## src/rtl/cache_line_mem_resp.sv

```systemverilog
// rtl/cache_line_mem_resp.sv - memory-side line fill / writeback responder for cache_ctrl
module cache_line_mem_resp #(
    parameter int WORDS = 16,
    parameter int DW    = 32,
    parameter int AW    = 32
) (
    input  logic                clk,
    input  logic                rst,
    input  logic                rd_req,
    input  logic                wr_req,
    input  logic [AW-1:0]       req_addr,
    input  logic [WORDS*DW-1:0] wr_line,
    output logic                ready,
    output logic                tx_done,
    output logic [WORDS*DW-1:0] rd_line,
    output logic                mem_req,
    output logic                mem_we,
    output logic [AW-1:0]       mem_addr,
    output logic [DW-1:0]       mem_wr_data,
    input  logic                mem_ack,
    input  logic [DW-1:0]       mem_rd_data
);

    localparam int CW   = $clog2(WORDS);
    localparam int BW   = $clog2(DW/8);
    localparam int OFFW = CW + BW;

    typedef enum logic [1:0] {
        S_IDLE,
        S_XFER,
        S_DONE
    } state_t;

    state_t                state_q, state_d;
    logic [CW-1:0]         cnt_q, cnt_d;
    logic [CW-1:0]         cnt_inc;
    logic                  we_q, we_d;
    logic [AW-OFFW-1:0]    base_q, base_d;
    logic [WORDS*DW-1:0]   wline_q, wline_d;
    logic [WORDS*DW-1:0]   rline_q, rline_d;
    logic                  mem_req_q, mem_req_d;
    logic [AW-1:0]         mem_addr_q, mem_addr_d;
    logic [DW-1:0]         mem_wr_data_q, mem_wr_data_d;
    logic                  tx_done_q, tx_done_d;

    // Byte-offset bits inside the line are discarded: the line base is always aligned.
    logic                  unused_addr_bits;
    assign unused_addr_bits = ^req_addr[OFFW-1:0];

    assign cnt_inc = cnt_q + CW'(1);

    // State and registered memory-port outputs; reset clears everything.
    always_ff @(posedge clk) begin
        if (rst) begin
            state_q       <= S_IDLE;
            cnt_q         <= '0;
            we_q          <= 1'b0;
            base_q        <= '0;
            wline_q       <= '0;
            rline_q       <= '0;
            mem_req_q     <= 1'b0;
            mem_addr_q    <= '0;
            mem_wr_data_q <= '0;
            tx_done_q     <= 1'b0;
        end else begin
            state_q       <= state_d;
            cnt_q         <= cnt_d;
            we_q          <= we_d;
            base_q        <= base_d;
            wline_q       <= wline_d;
            rline_q       <= rline_d;
            mem_req_q     <= mem_req_d;
            mem_addr_q    <= mem_addr_d;
            mem_wr_data_q <= mem_wr_data_d;
            tx_done_q     <= tx_done_d;
        end
    end

    // Next-state: accept in IDLE (write wins), step one word per ack in XFER, pulse in DONE.
    always_comb begin
        state_d       = state_q;
        cnt_d         = cnt_q;
        we_d          = we_q;
        base_d        = base_q;
        wline_d       = wline_q;
        rline_d       = rline_q;
        mem_req_d     = mem_req_q;
        mem_addr_d    = mem_addr_q;
        mem_wr_data_d = mem_wr_data_q;
        tx_done_d     = 1'b0;
        case (state_q)
            S_IDLE: begin
                if (rd_req || wr_req) begin
                    state_d       = S_XFER;
                    cnt_d         = '0;
                    we_d          = wr_req;
                    base_d        = req_addr[AW-1:OFFW];
                    mem_req_d     = 1'b1;
                    mem_addr_d    = {req_addr[AW-1:OFFW], {OFFW{1'b0}}};
                    if (wr_req) begin
                        wline_d       = wr_line;
                        mem_wr_data_d = wr_line[DW-1:0];
                    end else begin
                        mem_wr_data_d = '0;
                    end
                end
            end
            S_XFER: begin
                if (mem_req_q && mem_ack) begin
                    if (!we_q) begin
                        rline_d[cnt_q*DW +: DW] = mem_rd_data;
                    end
                    if (cnt_q == CW'(WORDS-1)) begin
                        state_d   = S_DONE;
                        cnt_d     = '0;
                        mem_req_d = 1'b0;
                        we_d      = 1'b0;
                        tx_done_d = 1'b1;
                    end else begin
                        cnt_d         = cnt_inc;
                        mem_addr_d    = {base_q, cnt_inc, {BW{1'b0}}};
                        mem_wr_data_d = wline_q[cnt_inc*DW +: DW];
                    end
                end
            end
            S_DONE: begin
                state_d = S_IDLE;
            end
            default: begin
                state_d = S_IDLE;
            end
        endcase
    end

    assign ready       = (state_q == S_IDLE) && !rst;
    assign tx_done     = tx_done_q;
    assign rd_line     = rline_q;
    assign mem_req     = mem_req_q;
    assign mem_we      = we_q;
    assign mem_addr    = mem_addr_q;
    assign mem_wr_data = mem_wr_data_q;

endmodule
```

## config.mk

```make
export PLATFORM = sky130hd
export DESIGN_NAME = cache_line_mem_resp
export DESIGN_NICKNAME = d
export VERILOG_FILES = /design/src/rtl/cache_line_mem_resp.sv
export SDC_FILE = /design/constraint.sdc
export NUM_CORES = 2
export LEC_CHECK = 0
export CORE_AREA = 2 2 447 449
export CTS_BUF_LIST = sky130_fd_sc_hd__clkbuf_8 sky130_fd_sc_hd__clkbuf_16
export DETAILED_ROUTE_END_ITERATION = 16
export DIE_AREA = 0 0 449 451
export MAX_ROUTING_LAYER = met4
export PLACE_DENSITY = 0.51
export RECOVER_POWER = 100
export SETUP_SLACK_MARGIN = 0.4
export SYNTH_ARGS = -nofsm -noshare
export SYNTH_HDL_FRONTEND = slang
export SYNTH_SLANG_ARGS = --single-unit
export TNS_END_PERCENT = 50
```

## constraint.sdc

```tcl
create_clock -name clk -period 4.2 [get_ports clk]
set_clock_uncertainty 0.05 [all_clocks]
set_input_delay 0.84 -clock clk [delete_from_list [all_inputs] [get_ports clk]]
set_output_delay 0.84 -clock clk [all_outputs]
set_load 0.1 [all_outputs]
```

### Word level (Yosys, flattened, before mapping)

Index checks and enable logic that the tools add are counted.

* register bits: 1123
* bits in latches: 0
* bits in writable memories: 0
* memory bits (read-only): 0
* input port bits: 581
* word-level logic and storage cells: 63
* memories: 0

* add/subtract/negate cells: 2
* multiply operators: 0
* divide/modulo/power cells: 0
* magnitude comparators: 0
* equal/unequal tests: 6
* shifts and indexed selects: 3
* muxes and demuxes: 25
* bitwise gates (word level): 3
* reductions and logical operators: 14

Operators by type and width (count)
* $bwmux W512: 1
* $shift A32 B34 Y512 const A: 1
* $shiftx A32 B34 Y512: 1
* $shiftx A512 B10 Y32: 1
* $mux W32: 7
* $pmux W32 S2: 2
* $neg A9 Y34: 1
* $mux W4: 3
* $reduce_and A3 Y1: 4
* $ne A2 B2 Y1 const B: 4
* $pmux W4 S2: 1
* $reduce_and A4 Y1: 2
* $mux W2: 3
* $mux W1: 5
* $add A4 B1 Y4 const B: 1
* $eq A4 B4 Y1 const B: 1
* $pmux W1 S2: 2
* $pmux W2 S2: 1
* $not A1 Y1: 3
* $reduce_or A3 Y1: 1
* $eq A2 B1 Y1 const B: 1
* $logic_and A1 B1 Y1: 2
* $logic_not A2 Y1: 1
* $reduce_and A2 Y1: 1
* 3 further kinds: 3

### Logic depth before layout (Yosys ltp)

* word-level depth: 5
* depth in mapped cells: 17

### Worst setup path before layout

Ideal clock, no wire load.

* path kind: in2out
* start point: input rst
* end point: output ready
* arrival: 3.432 ns
* data required time: 3.310 ns
* setup slack: -0.122 ns
* stages: 4
* cell sequence: clkbuf_1 clkbuf_1 clkbuf_1 nor3_1

* word-level cells in the longest chain between the ends: 2

Ends and longest elaborated chain
* start: declaration: RTL line 8 `input logic rst,`
* $logic_not A1 Y1: RTL line 135 `assign ready = (state_q == S_IDLE) && !rst;`
* $logic_and A1 B1 Y1: RTL line 135
* end: declaration: RTL line 13 `output logic ready,`

Every way passes these cells.

### Worst setup path after layout

* start point: register cnt_q[0]
* end point: register rline_q[417] (netlist: rd_line[417])

* word-level cells in the longest chain between the ends: 3
* elaborated cells on any way between the ends: 4

Ends and longest elaborated chain
* start: declaration: RTL line 35 `logic [CW-1:0] cnt_q, cnt_d;`
* start signal: assignment: RTL line 67 `cnt_q <= cnt_d;`
* $neg A9 Y34 *: RTL line 111 `rline_d[cnt_q*DW +: DW] = mem_rd_data;`
* $shiftx A32 B34 Y512 or $shift A32 B34 Y512 (tied branches): RTL line 111
* $bwmux W512 *: RTL line 111
* end signal: assignment: RTL line 71 `rline_q <= rline_d;`
* end: declaration: RTL line 40 `logic [WORDS*DW-1:0] rline_q, rline_d;`

Mark *: on every way between the ends. The rest lies on a longest branch, timed or not.
A chain may end at the register's enable or synchronous reset.

==> qor.csv <==
metric,value,unit
drt_wl_total,218000,um
die_h,451,um
cap_viol_max_count,13,
netlist-cell-type-count,56,
final_cells,9054,
synth.ff_latch_count,1121,
std_cell_rows,164,
cts.path.max_buffers,3,
tritoncts,done,
grt_pass1_wl,301000,um
synth_edf_count,0,
drc,0,
setup_ws,0.654,ns
cp.depth,7,
final_period_minus_worst_setup_slack,3.55,ns
setup.worst_path.start,cnt_q[0]$_SDFFE_PP0P_,
comb_power_share,11.4,%
irDropWorstVdd,0.391,mV
syn_to_final_growth,42.2,%
r2r_end,rd_line[417]$_SDFFE_PP0P_,
p_clk_share,46.3,%
leakage,24.3,nW
violations,"max-capacitance violations, max-slew violations",
endpoint,rd_line[417]$_SDFFE_PP0P_,
core,198000,um^2
drive_gt1_share,8.19,%
cpPeakStageDelay,0.78,ns
placed_cells,8776,
yosysTopAreaCell,dfxtp_1,
syn_avg_cell_area,8.42,um^2
pre_cts_slack,0.735,ns
rsz0062_at_grt,no,
crit_fanout,60,
post_drt_wl_per_cell,24.0,um
hold_class,flip-flop to flip-flop,
register_area,22400,um^2
crit_slowest_cell,clkbuf_2,
cts.reportedPaths.clkPinSlew,0.06,ns
gp_congestion,0.861,
antenna_found_initial,52,
die_area,202000,um^2
setup_tns,0,ns
ys.flop_type,dfxtp_1,
start_util,22.5,%
nFillCells,21000,
seqPwrFrac,42.3,%
power_switching,7.07,mW
crit_top_cell,buf_4,
hold_violations,0,
cp-end-kind,flip-flop,
drv_slew,120,
synth_area,44700,um^2
io_buffers,1152,
total_power,26.4,mW
numCtsBuffers,136,
intPower,19.3,mW
crit_chain,buf_4 > buf_4 > nand3b_2 > a2111oi_4 > clkbuf_2 > nand2_1 > a21oi_1,
cts_hold_buf,0,
io_pins,1161,
ant_nets,0,
synth-seq-area-share,50.2,%
cts_resized,0,
sw_frac_of_total,26.8,%
async_reset_ff_share,0,%
critical_path_buf_inv_count,3,
critPathArrivalTime,4.21,ns
r2r_start,cnt_q[0]$_SDFFE_PP0P_,
num_vias,42300,
grt-ovfl-total,0,
worst_r2r_path_depth,7,
hpwl,157000,um
finalSetupViolations,0,
critPathTopFamily,buffers and inverters,
postSynthCellCount,5307,
grt_pass1_vias,40500,
crit_required,4.86,ns
status,"complete, but fails checks",
die_x,449,um
cts.sink_count,1121,
drt-initial-drc-count,3267,
htree_levels,4,
worstMarginPinSlew,2.06,ns
viasPerCell,4.67,
grt_max_degree,180,
clock_tree.root_cell,clkbuf_16,
clock.fmax,0.282,GHz
worstSetupPathType,flip-flop to flip-flop,
finalNetCount,6842,
slew_headroom,-37.3,%
dr.pass1.iters,5,
fin_util,32.1,%
min_period_over_period,84.4,%
worstSetupStartpointType,flip-flop,
ys_top_cells_by_area,"dfxtp_1, nand2_1, a21oi_1",
synth_top_cell_area_share,50.2,%
multi_input_area,20200,um^2
worstSkewPairLatency,0.80,ns
grt_use_total,21.1,%
yosys_warnings,0,
cts_setup_buffers,0,
r2r_slack,0.65,ns
p_per_area,415,nW/um^2
[worst reg2reg max path, cell delays in order, from the launching register on]
cell,delay (ns)
dfxtp_4,0.49
buf_4,0.40
buf_4,0.69
nand3b_2,0.31
a2111oi_4,0.38
clkbuf_2,0.78
nand2_1,0.18
a21oi_1,0.18
[worst min-delay path by stage]
stage                              start                   endpoint  slack [ns]  cells past startpoint
6_report        rd_line[42]$_SDFFE_PP0P_   rd_line[42]$_SDFFE_PP0P_        0.39                      2
3_3_place_gp   rd_line[178]$_SDFFE_PP0P_  rd_line[178]$_SDFFE_PP0P_        0.39                      2
3_5_place_dp     rd_line[9]$_SDFFE_PP0P_    rd_line[9]$_SDFFE_PP0P_        0.39                      2
4_1_cts          rd_line[4]$_SDFFE_PP0P_    rd_line[4]$_SDFFE_PP0P_        0.40                      2
2_1_floorplan    wline_q[0]$_SDFFE_PP0P_    wline_q[0]$_SDFFE_PP0P_        0.38                      2
5_1_grt        rd_line[436]$_SDFFE_PP0P_  rd_line[436]$_SDFFE_PP0P_        0.41                      2
[Yosys cell counts (35+ instances only)]
master and number:
nand2_1 1627, dfxtp_1 1121, a21oi_1 867, clkbuf_1 352, nand3_1 228, mux4_2 128, o21ai_0 124, mux2i_1 122
buf_2 110, nor2_1 103, nand3b_1 98, nand2b_1 67, o21ai_1 38, nand4_1 36, and3_1 35
[power groups by stage]
stage                     clock, mW  combinational (mW)  sequential, mW
after floorplan                   0                1.22            11.7
after global placement            0                3.07            11.4
after detailed placement          0                3.09            11.4
after CTS                      12.5                3.10            11.1
after global routing           12.9                3.20            11.2
final                          12.2                3.01            11.1
[area by class of cell]
cell class | instances | area share [%]
Clock inverter | 72 | 1.16
Multi-Input combinational cell | 3683 | 31.8
Clock buffer | 168 | 6.10
Sequential cell | 1121 | 35.3
Inverter | 5 | 0.0295
Timing Repair Buffer | 1311 | 20.2
Antenna cell | 38 | 0.150
Tap cell | 2656 | 5.23
[cell families after synthesis]
group | share of synthesized area (%)
compound gates | 14.3
fa+ha+maj | 0.0840
mux | 9.18
xor+xnor | 0.0756
other cells | 0.00839
buf+inv | 4.63
flops | 50.2
simple gates | 21.5
[routing by layer]
layer	vias up	global-route usage [%]	share of wire (%)
li1	19900	-	-
met1	20600	23.6	39
met2	1490	37.1	51
met3	319	4.29	6.0
met4	0	7.80	3.6
met5	-	-	0
[state kept, by name (all words and copies together) (netlist names)]
register / count
cnt_q: 4
rd_line: 512
tx_done: 1
state_q: 2
mem_req: 1
wline_q: 512
mem_we: 1
mem_wr_data: 32
mem_addr: 30
base_q: 26
[per-stage QoR]
stage | instance area, um^2 | hold slack, ns
floorplan | 44700 | 0.383
global placement | 59100 | 0.388
detailed placement | 59100 | 0.393
CTS | 63700 | 0.401
global route | 63500 | 0.409
finish | 63600 | 0.395
[cells in the final DEF (no fill, tap or decap), types with 117 or more instances in the layout]
cell,Yosys,layout
nand3_1,228,226
clkbuf_16,0,139
mux2i_1,122,122
dlygate4sd3_1,0,560
buf_4,7,117
clkdlybuf4s50_1,0,573
dfxtp_1,1121,1120
a21oi_1,867,868
mux4_2,128,128
nand2_1,1627,1627
o21ai_0,124,159
(Power assumes the default switching activity.)
